--- src/rtl/keypad_scanner.sv ---
// 4x4 matrix keypad scanner with a two-flop row synchroniser and scan-level debounce.
// Latency: one accepted press or release takes DEBOUNCE_SCANS full scans plus 2 sync cycles.
// No backpressure: key/key_valid are level outputs and key_strobe is a single-cycle pulse.
module keypad_scanner #(
  parameter int SCAN_DIV       = 1000,
  parameter int DEBOUNCE_SCANS = 4
) (
  input  logic       clk,
  input  logic       rst_n,
  input  logic [3:0] row_n,
  output logic [3:0] col_n,
  output logic [3:0] key,
  output logic       key_valid,
  output logic       key_strobe
);

  localparam int SW = $clog2(SCAN_DIV);

  typedef enum logic [1:0] {IDLE, PRESS_DEB, HELD, RELEASE_DEB} state_e;
  typedef enum logic [1:0] {RES_NONE, RES_SINGLE, RES_MULTI} result_e;

  logic [3:0]    row_meta_q, row_meta_d;
  logic [3:0]    row_sync_q, row_sync_d;
  logic [SW-1:0] slot_q, slot_d;
  logic [1:0]    col_q, col_d;
  logic [11:0]   samp_q, samp_d;
  state_e        state_q, state_d;
  logic [3:0]    cnt_q, cnt_d;
  logic [3:0]    cand_q, cand_d;
  logic [3:0]    key_q, key_d;
  logic          key_valid_q, key_valid_d;
  logic          key_strobe_q, key_strobe_d;

  logic          slot_last;
  logic          scan_end;
  logic [15:0]   scan_rows;
  logic [4:0]    zero_cnt;
  logic [3:0]    hit_idx;
  result_e       result;
  logic [3:0]    result_code;
  logic [3:0]    cnt_inc;

  // Map a (row, column) position to the key code printed on the keypad
  function automatic logic [3:0] key_code(input logic [1:0] r, input logic [1:0] c);
    logic [3:0] code;
    case ({r, c})
      4'h0: code = 4'd1;
      4'h1: code = 4'd2;
      4'h2: code = 4'd3;
      4'h3: code = 4'd10;
      4'h4: code = 4'd4;
      4'h5: code = 4'd5;
      4'h6: code = 4'd6;
      4'h7: code = 4'd11;
      4'h8: code = 4'd7;
      4'h9: code = 4'd8;
      4'hA: code = 4'd9;
      4'hB: code = 4'd12;
      4'hC: code = 4'd14;
      4'hD: code = 4'd0;
      4'hE: code = 4'd15;
      default: code = 4'd13;
    endcase
    return code;
  endfunction

  // Synchroniser, slot timer, column rotation and per-column row samples
  always_comb begin
    row_meta_d = row_n;
    row_sync_d = row_meta_q;
    slot_last  = (slot_q == SW'(SCAN_DIV - 1));
    scan_end   = slot_last && (col_q == 2'd3);
    slot_d     = slot_last ? '0 : slot_q + 1'b1;
    col_d      = slot_last ? col_q + 2'd1 : col_q;
    samp_d     = samp_q;
    if (slot_last && (col_q != 2'd3)) begin
      samp_d[col_q*4 +: 4] = row_sync_q;
    end
  end

  // Resolve the four column samples into NONE / SINGLE(code) / MULTI;
  // column 3 is taken straight from the synchroniser on the scan-end edge
  always_comb begin
    scan_rows = {row_sync_q, samp_q};
    zero_cnt  = '0;
    hit_idx   = '0;
    for (int i = 0; i < 16; i++) begin
      if (!scan_rows[i]) begin
        zero_cnt = zero_cnt + 5'd1;
        hit_idx  = 4'(i);
      end
    end
    result_code = key_code(hit_idx[1:0], hit_idx[3:2]);
    if (zero_cnt == 5'd0) begin
      result = RES_NONE;
    end else if (zero_cnt == 5'd1) begin
      result = RES_SINGLE;
    end else begin
      result = RES_MULTI;
    end
  end

  // Debounce next-state: transitions only on the edge that completes a scan
  always_comb begin
    state_d = state_q;
    cnt_d   = cnt_q;
    cand_d  = cand_q;
    cnt_inc = cnt_q + 4'd1;
    if (scan_end) begin
      case (state_q)
        IDLE: begin
          if (result == RES_SINGLE) begin
            state_d = PRESS_DEB;
            cand_d  = result_code;
            cnt_d   = 4'd1;
          end
        end
        PRESS_DEB: begin
          if (result == RES_SINGLE) begin
            if (result_code == cand_q) begin
              cnt_d = cnt_inc;
              if (cnt_inc == 4'(DEBOUNCE_SCANS)) begin
                state_d = HELD;
              end
            end else begin
              cand_d = result_code;
              cnt_d  = 4'd1;
            end
          end else begin
            state_d = IDLE;
          end
        end
        HELD: begin
          if (result == RES_NONE) begin
            state_d = RELEASE_DEB;
            cnt_d   = 4'd1;
          end else begin
            cnt_d = 4'd0;
          end
        end
        default: begin
          if (result == RES_NONE) begin
            cnt_d = cnt_inc;
            if (cnt_inc == 4'(DEBOUNCE_SCANS)) begin
              state_d = IDLE;
            end
          end else begin
            state_d = HELD;
            cnt_d   = 4'd0;
          end
        end
      endcase
    end
  end

  // Outputs follow the debounce transitions: accept a press, or drop valid on release
  always_comb begin
    key_d        = key_q;
    key_valid_d  = key_valid_q;
    key_strobe_d = 1'b0;
    if ((state_q == PRESS_DEB) && (state_d == HELD)) begin
      key_d        = cand_q;
      key_valid_d  = 1'b1;
      key_strobe_d = 1'b1;
    end else if ((state_q == RELEASE_DEB) && (state_d == IDLE)) begin
      key_valid_d = 1'b0;
    end
  end

  // State register for scanner, debounce FSM and registered outputs
  always_ff @(posedge clk or negedge rst_n) begin
    if (!rst_n) begin
      row_meta_q   <= 4'hF;
      row_sync_q   <= 4'hF;
      slot_q       <= '0;
      col_q        <= 2'd0;
      samp_q       <= 12'hFFF;
      state_q      <= IDLE;
      cnt_q        <= 4'd0;
      cand_q       <= 4'd0;
      key_q        <= 4'd0;
      key_valid_q  <= 1'b0;
      key_strobe_q <= 1'b0;
    end else begin
      row_meta_q   <= row_meta_d;
      row_sync_q   <= row_sync_d;
      slot_q       <= slot_d;
      col_q        <= col_d;
      samp_q       <= samp_d;
      state_q      <= state_d;
      cnt_q        <= cnt_d;
      cand_q       <= cand_d;
      key_q        <= key_d;
      key_valid_q  <= key_valid_d;
      key_strobe_q <= key_strobe_d;
    end
  end

  // Column drive decodes straight from the column flop so reset shows at once
  always_comb begin
    col_n = ~(4'b0001 << col_q);
  end

  assign key        = key_q;
  assign key_valid  = key_valid_q;
  assign key_strobe = key_strobe_q;

endmodule

--- config.mk ---
export PLATFORM = sky130hd
export DESIGN_NAME = keypad_scanner
export DESIGN_NICKNAME = d
export VERILOG_FILES = /design/src/rtl/keypad_scanner.sv
export SDC_FILE = /design/constraint.sdc
export NUM_CORES = 1
export LEC_CHECK = 0
export BUFFER_PORTS_ARGS = -buffer_cell sky130_fd_sc_hd__buf_2
export CELL_PAD_IN_SITES_DETAIL_PLACEMENT = 0
export CELL_PAD_IN_SITES_GLOBAL_PLACEMENT = 2
export CORE_ASPECT_RATIO = 2
export CORE_MARGIN = 5
export CORE_UTILIZATION = 35
export CTS_CLUSTER_DIAMETER = 200
export DETAILED_ROUTE_END_ITERATION = 7
export HOLD_SLACK_MARGIN = 0.15
export PLACE_DENSITY_LB_ADDON = 0.1
export SYNTH_ARGS = -nofsm -noshare
export SYNTH_HDL_FRONTEND = slang
export SYNTH_SLANG_ARGS = --single-unit
--- constraint.sdc ---
create_clock -name clk -period 12.2 [get_ports clk]
set_clock_uncertainty 0.05 [all_clocks]
set_input_delay 2.44 -clock clk [delete_from_list [all_inputs] [get_ports clk]]
set_output_delay 2.44 -clock clk [all_outputs]
set_load 0.005 [all_outputs]
After elaboration in Yosys (flattened, before gate mapping)
Memories as Yosys holds them, arrays and structs flattened.
Cells that the tools add are included.
{"block": "totals", "register_bits": 48, "rom_bits": 64, "in_bits": 6, "output_inout_bits": 10, "memories": 1}
{"memory": "(name not given)", "words": 16, "width": 4, "read_ports": 1, "rd_ports_with_merged_regs": 0, "write_ports": 0, "line": "46", "rtl": "case ({r, c})"}
{"block": "classes", "add_sub_neg": 19, "n_eq_ne": 14, "n_shift": 3, "muxes": 57, "bitwise_logic": 1, "reduce_logical": 12}
{"operator": "$mux W4", "n": 21}
{"operator": "$add A5 B1 Y5 const B", "n": 15}
{"operator": "$mux W5", "n": 15}
{"operator": "$neg A4 Y34", "n": 1}
{"operator": "$shift A4 B34 Y12 const A", "n": 1}
{"operator": "$shiftx A4 B34 Y12", "n": 1}
{"operator": "$mux W2", "n": 10}
{"operator": "$bwmux W12", "n": 1}
{"operator": "$pmux W4 S3", "n": 1}
{"operator": "$add A10 B1 Y10 const B", "n": 1}
{"operator": "$eq A10 B10 Y1 const B", "n": 1}
{"operator": "$mux W10", "n": 1}
{"operator": "$eq A2 B2 Y1 const B", "n": 4}
{"operator": "$ne A2 B2 Y1 const B", "n": 4}
{"operator": "$pmux W4 S2", "n": 1}
{"operator": "$logic_not A2 Y1", "n": 3}
{"operator": "$mux W1", "n": 6}
{"operator": "$pmux W2 S3", "n": 1}
{"operator": "$eq A5 B1 Y1 const B", "n": 1}
{"operator": "$logic_not A5 Y1", "n": 1}
{"operator": "$reduce_and A5 Y1", "n": 1}
{"operator": "$add A4 B1 Y4 const B", "n": 1}
{"operator": "$eq A2 B1 Y1 const B", "n": 2}
{"operator": "$eq A4 B3 Y1 const B", "n": 1}
{"operator": "other kinds (7)", "n": 11}

Depth between registers and ports, before layout
Gate-level depths: netlist of the first run.
{"block": "logic_depth", "word_depth": 42, "depth_mapped": 53, "depth_no_buf": 53}

Worst setup path after synthesis of the first run
Ideal clock, no wire load.
{"block": "synth_timing", "kind": "reg2reg", "startpoint": "reg samp_q[0]", "endpoint": "reg cand_q[1]", "arrival_ns": 9.395, "required_ns": 12.025, "slack_ns": 2.630, "path_stages_with_launch": 52, "period_less_slack_ns": 9.570, "cell_sequence": "dfstp_2 -> inv_1 -> ha_1 -> xnor2_2 -> ha_1 -> nand2b_1 -> nand2_1 -> ha_1 -> nand2b_1 -> nand2_1 -> ha_1 -> nor2_1 -> a31oi_1 -> nor2_1 -> inv_1 -> ha_1 -> nor2_1 -> a21oi_1 -> [... 16 more ...] -> nor2b_1 -> a2bb2oi_1 -> ha_1 -> nand2_1 -> nand2_1 -> ha_1 -> nor2_1 -> a31oi_1 -> ha_1 -> nand2b_1 -> nand2_1 -> ha_1 -> nor2_1 -> nand3_1 -> or3b_1 -> mux2i_4 -> nand4_2 -> mux2_2"}
{"block": "synth_between", "elab_chain_len": 37, "elab_cells_between_ends": 39}
{"item": "start, declared", "line": "26", "rtl": "logic [11:0] samp_q, samp_d;"}
{"item": "start signal, assigned", "line": "189", "rtl": "samp_q <= samp_d;"}
{"item": "$mux W1 *", "line": "88", "rtl": "if (!scan_rows[i]) begin"}
{"item": "$add A5 B1 Y5", "line": "89", "rtl": "zero_cnt = zero_cnt + 5'd1;"}
{"item": "$mux W5 *", "line": "88"}
{"item": "$add A5 B1 Y5", "line": "89"}
{"item": "$mux W5 *", "line": "88"}
{"item": "$add A5 B1 Y5", "line": "89"}
{"item": "$mux W5 *", "line": "88"}
{"item": "$add A5 B1 Y5", "line": "89"}
{"item": "[... 21 more ...]"}
{"item": "$add A5 B1 Y5", "line": "89"}
{"item": "$mux W5 *", "line": "88"}
{"item": "$eq A5 B1 Y1", "line": "96", "rtl": "end else if (zero_cnt == 5'd1) begin"}
{"item": "$mux W2", "line": "96"}
{"item": "$mux W2 *", "line": "94", "rtl": "if (zero_cnt == 5'd0) begin"}
{"item": "$eq A2 B1 Y1 *", "line": "112, 119"}
{"item": "$ne A2 B2 Y1 (no line)"}
{"item": "$reduce_and A5 Y1 (no line) *"}
{"item": "end signal, assigned", "line": "192", "rtl": "cand_q <= cand_d;"}
{"item": "end, declared", "line": "29", "rtl": "logic [3:0] cand_q, cand_d;"}
Mark *: on every way between the ends. The rest lies on a longest branch, timed or not.
A chain may end at the register's enable or synchronous reset.

Final worst setup path of the first run
{"block": "layout_timing", "startpoint": "reg samp_q[0]", "endpoint": "reg key_q[1], in the netlist key[1]"}
{"block": "layout_between", "elab_chain_len": 40, "elab_cells_between_ends": 45}
{"item": "$mux W1 *", "line": "88"}
{"item": "$add A5 B1 Y5", "line": "89"}
{"item": "$mux W5 *", "line": "88"}
{"item": "$add A5 B1 Y5", "line": "89"}
{"item": "$mux W5 *", "line": "88"}
{"item": "$add A5 B1 Y5", "line": "89"}
{"item": "$mux W5 *", "line": "88"}
{"item": "$add A5 B1 Y5", "line": "89"}
{"item": "[... 24 more ...]"}
{"item": "$mux W2", "line": "96"}
{"item": "$mux W2 *", "line": "94"}
{"item": "$eq A2 B1 Y1 or $logic_not A2 Y1 (tied branches)"}
{"item": "$mux W2 (on tied branches)"}
{"item": "$pmux W2 S3 *", "line": "110", "rtl": "case (state_q)"}
{"item": "$mux W2 *", "line": "109", "rtl": "if (scan_end) begin"}
{"item": "$eq A2 B2 Y1 *", "line": "161", "rtl": "if ((state_q == PRESS_DEB) && (state_d == HELD)) begin"}
{"item": "$logic_and A1 B1 Y1 *", "line": "161"}
{"item": "end signal, assigned", "line": "193", "rtl": "key_q <= key_d;"}
{"item": "end, declared", "line": "30", "rtl": "logic [3:0] key_q, key_d;"}
Marks and branches as above.

==> results.json, run 1 <==
{
  "synth_xor_area_share_pct": 15.7,
  "min_period_over_period_pct": 87.0,
  "multi_input_area_um2": 2910,
  "synth-edff-count": 0,
  "critPathTopFamily": "adder cells",
  "fmax_ghz": 0.0942,
  "postCtsHoldBufs": 0,
  "rows": 57,
  "postSynthCellCount": 489,
  "final_hold_viol_count": 0,
  "cp.required_ns": 12.33,
  "netlist_area_um2": 4320,
  "cp.arrival_ns": 10.75,
  "status": "complete, no violations",
  "vias": 3394,
  "io_buffers": 15,
  "drive_above_1_share_pct": 15.2,
  "synthFlopType": "dfrtp_1",
  "fin_setup_tns_ns": 0,
  "postCtsSetupRepairBufs": 0,
  "yosys.area.top_type_share_pct": 16.2,
  "final_antenna_net_count": 0,
  "die_w_um": 88.6,
  "cpMaxStageDelayCell": "dfstp_2",
  "firstDrtPassIters": 4,
  "finalPower_mw": 0.349,
  "holdWs_ns": 0.306,
  "vias_per_cell": 5.29,
  "clk_path_buf_depth": 2,
  "cts_root_buffer": "clkbuf_16",
  "critPathMaxStageDelay_ns": 0.55,
  "syn-num-nets": 521,
  "path_class": "flop to flop",
  "ys_seq_area_share_pct": 28.4,
  "clock-sinks": 48,
  "grt_max_degree": 49,
  "reg2reg_setup_slack_ns": 1.58,
  "cts_resized": 0,
  "gp_congestion": 0.785,
  "synthAdderAreaFrac_pct": 7.53,
  "area_delta_synth_final_pct": 8.31,
  "cts_buffers": 5,
  "grt_pass1_wl_um": 17100,
  "finalSetupViolations": 0,
  "worst-path-max-fanout": 8,
  "antenna_found_initial": 0,
  "wl_um": 10200,
  "ys_async_sr_fraction_pct": 100,
  "hold_class": "flop to flop",
  "rsz0062_at_grt": "false",
  "cts_tree": "yes",
  "grt.total_usage_pct": 14.5,
  "ios": 16,
  "synth.largest_area_cell": "dfrtp_1",
  "max_slew_margin_pct": 28.0,
  "yosysWarnings": 0,
  "synth_cell_type_count": 72,
  "synthSimpleGateAreaFrac_pct": 23.9,
  "nets": 525,
  "synth-seq-cells": 48,
  "synth_compound_area_share_pct": 15.7,
  "coreArea_um2": 12100,
  "htree_levels": 2,
  "crit_path_end_kind": "flop",
  "clk_latency_ns": 0.29,
  "slew_violations": 0,
  "cellPowerDensity_nw_per_um2": 74.5,
  "die_h_um": 167,
  "overflow": 0,
  "dieArea_um2": 14800,
  "maxCapViolations": 0,
  "regArea_um2": 1230,
  "drc_errors": 0,
  "p_leak_nw": 2.06,
  "peakVddDrop_mv": 0.0502,
  "fill_cells": 1301,
  "yosysMostFrequentCell": "nand2_1",
  "cp-start-kind": "flop",
  "synth_top_cells_by_count": "nand2_1 (70), nor2_1 (34), o21ai_0 (31)",
  "period_needed_ns": 10.62,
  "wl_per_cell_um": 15.9,
  "tightest_slew_ns": 1.08,
  "synth_top_family_by_area": "simple AND/OR/NAND/NOR gates",
  "clkSlewWorstSetupHoldPaths_ns": 0.07,
  "dp_hpwl_um": 8090,
  "antennaDiodeCount": 0,
  "initial_core_util_pct": 35.6,
  "avgSynthCellArea_um2": 8.84,
  "first_iter_violations": 74,
  "synth_area_leaders": "dfrtp_1 (16%), dfstp_2 (12%), ha_1 (7.5%), nand2_1 (6.1%), xnor2_1 (5.1%)",
  "synthMuxAreaShare_pct": 4.63,
  "worst-path-buf-inv": 3,
  "cp_common_cell": "ha_1",
  "grt_pass1_vias": 3572
}
## cell families (layout without fill, tap and decap cells)
logic type	count (synthesis)	count (layout)
compound gates	97	97
mux	18	18
fa+ha+maj	26	26
flops	48	48
xor+xnor	54	54
buf+inv	48	53
simple gates	198	198
## power by group
part | leakage, nW | total, mW | switching, mW | internal (mW)
registers | 0.585 | 0.165 | 0.00346 | 0.162
logic | 1.39 | 0.0222 | 0.0141 | 0.00811
clock network | 0.0804 | 0.161 | 0.0637 | 0.0975
total | 2.06 | 0.349 | 0.0812 | 0.267
## cell usage in the layout, fill, tap and decap left out, types with 3 or more instances in the layout
master	netlist	final
o211a_1	3	3
o211ai_1	3	3
buf_2	3	15
inv_1	30	30
o31ai_1	4	4
nand2_1	70	70
and2_1	5	5
and3_1	6	6
a21oi_1	9	9
a31oi_1	10	10
xnor3_1	4	4
xor2_1	10	10
o21ai_0	31	31
nand3b_1	4	4
dfrtp_1	28	28
o22ai_1	3	3
nor4_1	3	3
nor2_1	34	34
o2111ai_1	5	5
clkbuf_16	0	5
nor3_1	9	9
nand3_1	11	11
mux2_2	6	6
xnor2_2	11	11
mux2i_1	11	11
a21o_1	3	3
ha_1	26	26
nand2b_1	8	8
xnor2_1	25	25
nor2b_1	26	26
nand4_1	3	3
dfstp_2	20	20
## per-layer routing
metal / up-vias / share of wire, % / GRT usage (%)
li1: 1729 / - / -
met3: 14 / 1.1 / 1.28
met1: 1626 / 37 / 14.5
met5: - / 0 / 0
met4: 0 / 2.3 / 5.39
met2: 25 / 60 / 29.2
## registers in the layout, summed over array words and instances, names as in the netlist
name / count
key: 4
key_valid: 1
slot_q: 10
cand_q: 4
samp_q: 12
row_sync_q: 4
row_meta_q: 4
state_q: 2
col_q: 2
key_strobe: 1
cnt_q: 4
## through the flow
stage | util [%] | instances | area (µm²) | worst slack (ns)
2_1_floorplan | - | 489 | 4320 | 2.63
3_3_place_gp | 37.2 | 633 | 4510 | 1.75
3_5_place_dp | 37.2 | 633 | 4510 | 1.57
4_1_cts | 38.6 | 641 | 4680 | 1.53
5_1_grt | 38.6 | 641 | 4680 | 0.683
6_report | 38.6 | 641 | 4680 | 1.58
## path summary, 6_finish.rpt
check,start,to,cells after the start
setup / recovery,samp_q[0]$_DFFE_PN1P_,key[1]$_DFFE_PN0P_,51
hold / removal,row_meta_q[0]$_DFF_PN1_,row_sync_q[0]$_DFF_PN1_,0
setup reg to reg,samp_q[0]$_DFFE_PN1P_,key[1]$_DFFE_PN0P_,51
hold reg to reg,row_meta_q[0]$_DFF_PN1_,row_sync_q[0]$_DFF_PN1_,0
max in group asynchronous,rst_n,col_q[0]$_DFFE_PN0N_,1
min in group asynchronous,rst_n,cnt_q[2]$_DFFE_PN0P_,1
## area by class of cell
type | instances | share of cell area [%]
repair buffers | 15 | 1.60
clock buffers | 5 | 2.67
inverters | 30 | 2.41
multi-input cells | 393 | 62.2
clock inverters | 3 | 0.989
flip-flops and latches | 48 | 26.2
well taps | 147 | 3.93
(Power assumes the default switching activity.)
==> run 2, diff against run 1 <==
==> constraint.sdc (replaced) <==
create_clock -name clk -period 12.3 [get_ports clk]
set_clock_uncertainty 0.05 [all_clocks]
set_input_delay 2.46 -clock clk [delete_from_list [all_inputs] [get_ports clk]]
set_output_delay 2.46 -clock clk [all_outputs]
set_load 0.005 [all_outputs]
==> run 2 against run 1 <==
Compared with the run above: routed wire length is 1.3% lower; core utilization hardly changed; non-clock buffer count did not move; power shrank 1.9%; register-to-register slack improved by 0.11 ns; highest routed layer unchanged; first-iteration DRC count increased by 20%; via count barely moved; critical endpoint is now key[0]$_DFFE_PN0P_; maximum frequency barely moved; cell count is the same; clock-buffer cell count did not move.
==> results.json, run 2 (synthesis results as in run 1) <==
{
  "status": "complete, no violations",
  "postCtsSetupRepairBufs": 0,
  "hold_class": "flop to flop",
  "most-common-layout-cells": "nand2_1 (70), nor2_1 (34), o21ai_0 (31), inv_1 (30), dfrtp_1 (28)",
  "cpMaxStageDelayCell": "dfstp_2",
  "worst-path-buf-inv": 3,
  "reg2reg_depth": 51,
  "fmax_ghz": 0.0943,
  "cp-start-kind": "flop",
  "cts_resized": 0,
  "hold_path_startpoint": "row_meta_q[3]$_DFF_PN1_",
  "pwr-share-comb_pct": 6.4,
  "initial_core_util_pct": 35.6,
  "cts_buffers": 5,
  "cp_common_cell": "ha_1",
  "ios": 16,
  "grt_pass1_wl_um": 17200,
  "clkSlewWorstSetupHoldPaths_ns": 0.07,
  "drive_above_1_share_pct": 15.0,
  "cts_tree": "yes",
  "cts_root_buffer": "clkbuf_16",
  "gp_congestion": 0.785,
  "clockPowerShare_pct": 45.7,
  "wl_um": 10100,
  "grt_pass1_vias": 3591,
  "switchingPower_mw": 0.0778,
  "max_slew_margin_pct": 28.0,
  "reg.largest.list": "samp_q: 12 flops, slot_q: 10 flops",
  "pre_cts_ws_ns": 1.62,
  "clock-sinks": 48,
  "drc_errors": 0,
  "cp.arrival_ns": 10.73,
  "rsz0062_at_grt": "false",
  "vias": 3393,
  "postCtsHoldBufs": 0,
  "peakVddDrop_mv": 0.0892,
  "vias_per_cell": 5.29,
  "r2r_start": "samp_q[0]$_DFFE_PN1P_",
  "fin_setup_tns_ns": 0,
  "firstDrtPassIters": 4,
  "rows": 57,
  "die_w_um": 88.6,
  "htree_levels": 2,
  "grt.total_usage_pct": 14.6,
  "holdPathStages": 0,
  "whs_endpoint": "row_sync_q[3]$_DFF_PN1_",
  "p_sw_share_pct": 22.7,
  "critPathMaxStageDelay_ns": 0.55,
  "antenna_found_initial": 0,
  "worst-path-max-fanout": 8,
  "slew_violations": 0,
  "min_period_over_period_pct": 86.3,
  "nets": 525,
  "maxCapViolations": 0,
  "critPathTopFamily": "adder cells",
  "finalSetupViolations": 0,
  "area_delta_synth_final_pct": 8.22,
  "reg2reg_setup_slack_ns": 1.69,
  "dieArea_um2": 14800,
  "final_antenna_net_count": 0,
  "clk_path_buf_depth": 2,
  "p_int_mw": 0.264,
  "worstReg2RegEnd": "key[0]$_DFFE_PN0P_",
  "p_leak_nw": 2.06,
  "dp_hpwl_um": 8110,
  "grt_max_degree": 49,
  "wl_per_cell_um": 15.7,
  "fill_cells": 1294,
  "setup_slack_ns": 1.69,
  "die_h_um": 167,
  "crit_path_end_kind": "flop",
  "first_iter_violations": 89,
  "final_common_cell": "nand2_1",
  "period_needed_ns": 10.61,
  "largest-register": "samp_q",
  "cellPowerDensity_nw_per_um2": 73.1,
  "io_buffers": 15,
  "power_frac_seq_pct": 47.9,
  "cp.required_ns": 12.42,
  "overflow": 0,
  "final_hold_viol_count": 0,
  "antennaDiodeCount": 0,
  "path_class": "flop to flop",
  "clk_latency_ns": 0.29,
  "coreArea_um2": 12100,
  "tightest_slew_ns": 1.08,
  "largest_register_ffs": 12
}
run 2: cell types whose count changed in the layout (fill, tap and decap cells not counted), sizes merged:
cell	change
clkinvlp	-1
inv	-1
clkinv	+2
run 2: per-layer routing:
metal  global-route usage [%]  wire length, µm  vias up
li1                         -                -     1727
met1                     14.4             3680     1636
met2                     30.3             6140       22
met3                     1.13               87        8
met4                     4.21              160        0
met5                        0                0        -
run 2: through the flow:
| stage | area (µm²) | power, mW | util, % | cells | hold WS [ns] |
|---|---|---|---|---|---|
| CTS | 4680 | 0.350 | 38.6 | 641 | 0.305 |
| global placement | 4510 | 0.189 | 37.2 | 633 | 0.295 |
| detailed placement | 4510 | 0.189 | 37.2 | 633 | 0.297 |
| floorplan | 4320 | 0.181 | - | 489 | 0.295 |
| global route | 4680 | 0.359 | 38.6 | 641 | 0.311 |
| finish | 4680 | 0.342 | 38.6 | 641 | 0.303 |
run 2: worst max-delay path by stage:
stage | depth (start not counted) | slack (ns) | to | startpoint
floorplan | 51 | 2.73 | cand_q[1]$_DFFE_PN0P_ | samp_q[0]$_DFFE_PN1P_
global placement | 51 | 1.87 | key[2]$_DFFE_PN0P_ | samp_q[1]$_DFFE_PN1P_
detailed placement | 51 | 1.62 | key[2]$_DFFE_PN0P_ | samp_q[0]$_DFFE_PN1P_
CTS | 51 | 1.58 | key[0]$_DFFE_PN0P_ | samp_q[0]$_DFFE_PN1P_
global route | 52 | 0.77 | key[1]$_DFFE_PN0P_ | samp_q[0]$_DFFE_PN1P_
finish | 51 | 1.69 | key[0]$_DFFE_PN0P_ | samp_q[0]$_DFFE_PN1P_
run 2: final cells by class:
| type | instances | area (µm²) | area share [%] |
|---|---|---|---|
| Timing Repair Buffer | 15 | 75.1 | 1.61 |
| Sequential cell | 48 | 1230 | 26.2 |
| Multi-Input combinational cell | 393 | 2910 | 62.3 |
| Inverter | 30 | 113 | 2.41 |
| Clock inverter | 3 | 42.5 | 0.910 |
| Clock buffer | 5 | 125 | 2.68 |
| Tap cell | 147 | 184 | 3.93 |
run 2: power groups by stage:
stage	Clock (mW)	Combinational [mW]	Sequential (mW)
CTS	0.163	0.0225	0.164
global placement	0	0.0223	0.167
global route	0.170	0.0251	0.164
finish	0.156	0.0219	0.164
floorplan	0	0.0165	0.164
detailed placement	0	0.0224	0.167
==> run 3, diff against run 2 <==
--- a/config.mk
+++ b/config.mk
@@ -5,7 +5,7 @@
 export SDC_FILE = /design/constraint.sdc
 export NUM_CORES = 1
 export LEC_CHECK = 0
-export BUFFER_PORTS_ARGS = -buffer_cell sky130_fd_sc_hd__buf_2
+export BUFFER_PORTS_ARGS = -buffer_cell sky130_fd_sc_hd__buf_4
 export CELL_PAD_IN_SITES_DETAIL_PLACEMENT = 0
 export CELL_PAD_IN_SITES_GLOBAL_PLACEMENT = 2
 export CORE_ASPECT_RATIO = 2
==> run 3 against run 2 <==
Compared with the run above: via count shrank 0.21%; clock power grew 3%; maximum frequency shrank 0.32%; power grew 1.7%; cell count is the same; worst setup slack lost 0.034 ns; sequential share of layout area shrank 0.23 points; sequential power is essentially flat; routed wire length grew 0.58%; hold slack gained 0.0053 ns.
==> results.json, run 3 (synthesis results as in run 1) <==
{
  "status": "complete, no violations",
  "fill_cells": 1301,
  "largest-register": "samp_q",
  "final_antenna_net_count": 0,
  "largest_register_ffs": 12,
  "ios": 16,
  "cp.required_ns": 12.43,
  "postCtsHoldBufs": 0,
  "die_w_um": 88.6,
  "wl_um": 10100,
  "final_common_cell": "nand2_1",
  "grt_pass1_wl_um": 17200,
  "firstDrtPassIters": 4,
  "cpMaxStageDelayCell": "dfstp_2",
  "clk_latency_ns": 0.29,
  "cts_buffers": 5,
  "hold_class": "flop to flop",
  "die_h_um": 167,
  "cellPowerDensity_nw_per_um2": 73.7,
  "setup_slack_ns": 1.66,
  "slew_violations": 0,
  "met2_length_um": 6000,
  "htree_levels": 2,
  "overflow": 0,
  "clock-sinks": 48,
  "initial_core_util_pct": 35.6,
  "top_layer": "met4",
  "drive_above_1_share_pct": 15.2,
  "dieArea_um2": 14800,
  "placed_area_um2": 4550,
  "first_iter_violations": 80,
  "rsz0062_at_grt": "false",
  "cp-start-kind": "flop",
  "finalPower_mw": 0.348,
  "maxCapViolations": 0,
  "finalSetupViolations": 0,
  "fin_util_pct": 38.9,
  "cts_root_buffer": "clkbuf_16",
  "postCtsSetupRepairBufs": 0,
  "final_area_um2": 4720,
  "rows": 57,
  "critPathMaxStageDelay_ns": 0.54,
  "wl_met3_um": 134,
  "dp_hpwl_um": 8040,
  "reg.largest.list": "samp_q: 12 flops, slot_q: 10 flops",
  "wl_per_cell_um": 15.8,
  "fmax_ghz": 0.0939,
  "most-common-layout-cells": "nand2_1 (70), nor2_1 (34), o21ai_0 (31), inv_1 (30), dfrtp_1 (28)",
  "area_delta_synth_final_pct": 9.18,
  "nets": 525,
  "final_hold_viol_count": 0,
  "fin_setup_tns_ns": 0,
  "cts_tree": "yes",
  "max_slew_margin_pct": 42.6,
  "coreArea_um2": 12100,
  "clkSlewWorstSetupHoldPaths_ns": 0.07,
  "clk_path_buf_depth": 2,
  "peakVddDrop_mv": 0.123,
  "drc_errors": 0,
  "p_leak_nw": 2.06,
  "antenna_found_initial": 0,
  "gp_congestion": 0.804,
  "cp_common_cell": "ha_1",
  "vias": 3386,
  "io_buffers": 15,
  "worst-path-max-fanout": 8,
  "path_class": "flop to flop",
  "drt-met1-wl_um": 3750,
  "crit_path_end_kind": "flop",
  "tightest_slew_ns": 0.855,
  "cts_resized": 0,
  "cp.arrival_ns": 10.77,
  "vias_per_cell": 5.28,
  "grt_pass1_vias": 3565,
  "grt_max_degree": 49,
  "min_period_over_period_pct": 86.5,
  "grt.total_usage_pct": 14.7,
  "period_needed_ns": 10.64,
  "pre_cts_ws_ns": 1.65,
  "antennaDiodeCount": 0
}
==> run 3: changes by cell type in the layout (fill, tap and decap cells not counted) <==
cell	delta
buf_4	+15
clkinv_4	-1
clkinvlp_4	+1
buf_2	-15
clkinv_1	-1
inv_6	+1
==> run 3: through the flow <==
| stage | instances | hold WS, ns |
|---|---|---|
| 6_report | 641 | 0.308 |
| 5_1_grt | 641 | 0.311 |
| 4_1_cts | 641 | 0.310 |
| 3_5_place_dp | 633 | 0.300 |
| 3_3_place_gp | 633 | 0.296 |
| 2_1_floorplan | 489 | 0.295 |
==> run 3: layout make-up <==
| type | instances | area (µm²) | area share [%] |
|---|---|---|---|
| Multi-Input combinational cell | 393 | 2910 | 61.7 |
| Sequential cell | 48 | 1230 | 26.0 |
| Tap cell | 147 | 184 | 3.90 |
| Clock buffer | 5 | 125 | 2.65 |
| Timing Repair Buffer | 15 | 113 | 2.39 |
| Inverter | 30 | 113 | 2.39 |
| Clock inverter | 3 | 46.3 | 0.981 |
==> run 3: worst max-delay path: cells and delay by family, from the launching register on <==
kind                       cells  cell delay (ns)
xor gates and xnor gates       1             0.39
and+or+nand+nor               22             2.82
DFF                            1             0.54
adders and majority gates     14             4.00
AOI/OAI and AO/OA              9             1.80
buffers and inverters          3             0.23
muxes                          2             0.66
==> run 3: final timing paths <==
path                                              start                      end  slack, ns  cells past startpoint
worst max-delay path              samp_q[0]$_DFFE_PN1P_       key[2]$_DFFE_PN0P_       1.66                     51
worst min-delay path            row_meta_q[2]$_DFF_PN1_  row_sync_q[2]$_DFF_PN1_       0.31                      0
worst max register to register    samp_q[0]$_DFFE_PN1P_       key[2]$_DFFE_PN0P_       1.66                     51
worst min register to register  row_meta_q[2]$_DFF_PN1_  row_sync_q[2]$_DFF_PN1_       0.31                      0
max in group asynchronous                         rst_n     col_q[0]$_DFFE_PN0N_       9.65                      1
min in group asynchronous                         rst_n     cnt_q[2]$_DFFE_PN0P_       2.13                      1
==> run 3: power breakdown <==
| group | switching (mW) | internal [mW] |
|---|---|---|
| Combinational | 0.0139 | 0.00850 |
| Clock | 0.0647 | 0.0968 |
| Sequential | 0.00338 | 0.160 |
| Total | 0.0820 | 0.266 |
==> run 3: layer usage <==
metal / vias up / GRT usage (%)
met5: - / 0
met2: 25 / 29.1
met4: 0 / 5.53
li1: 1727 / -
met3: 13 / 1.43
met1: 1621 / 14.8
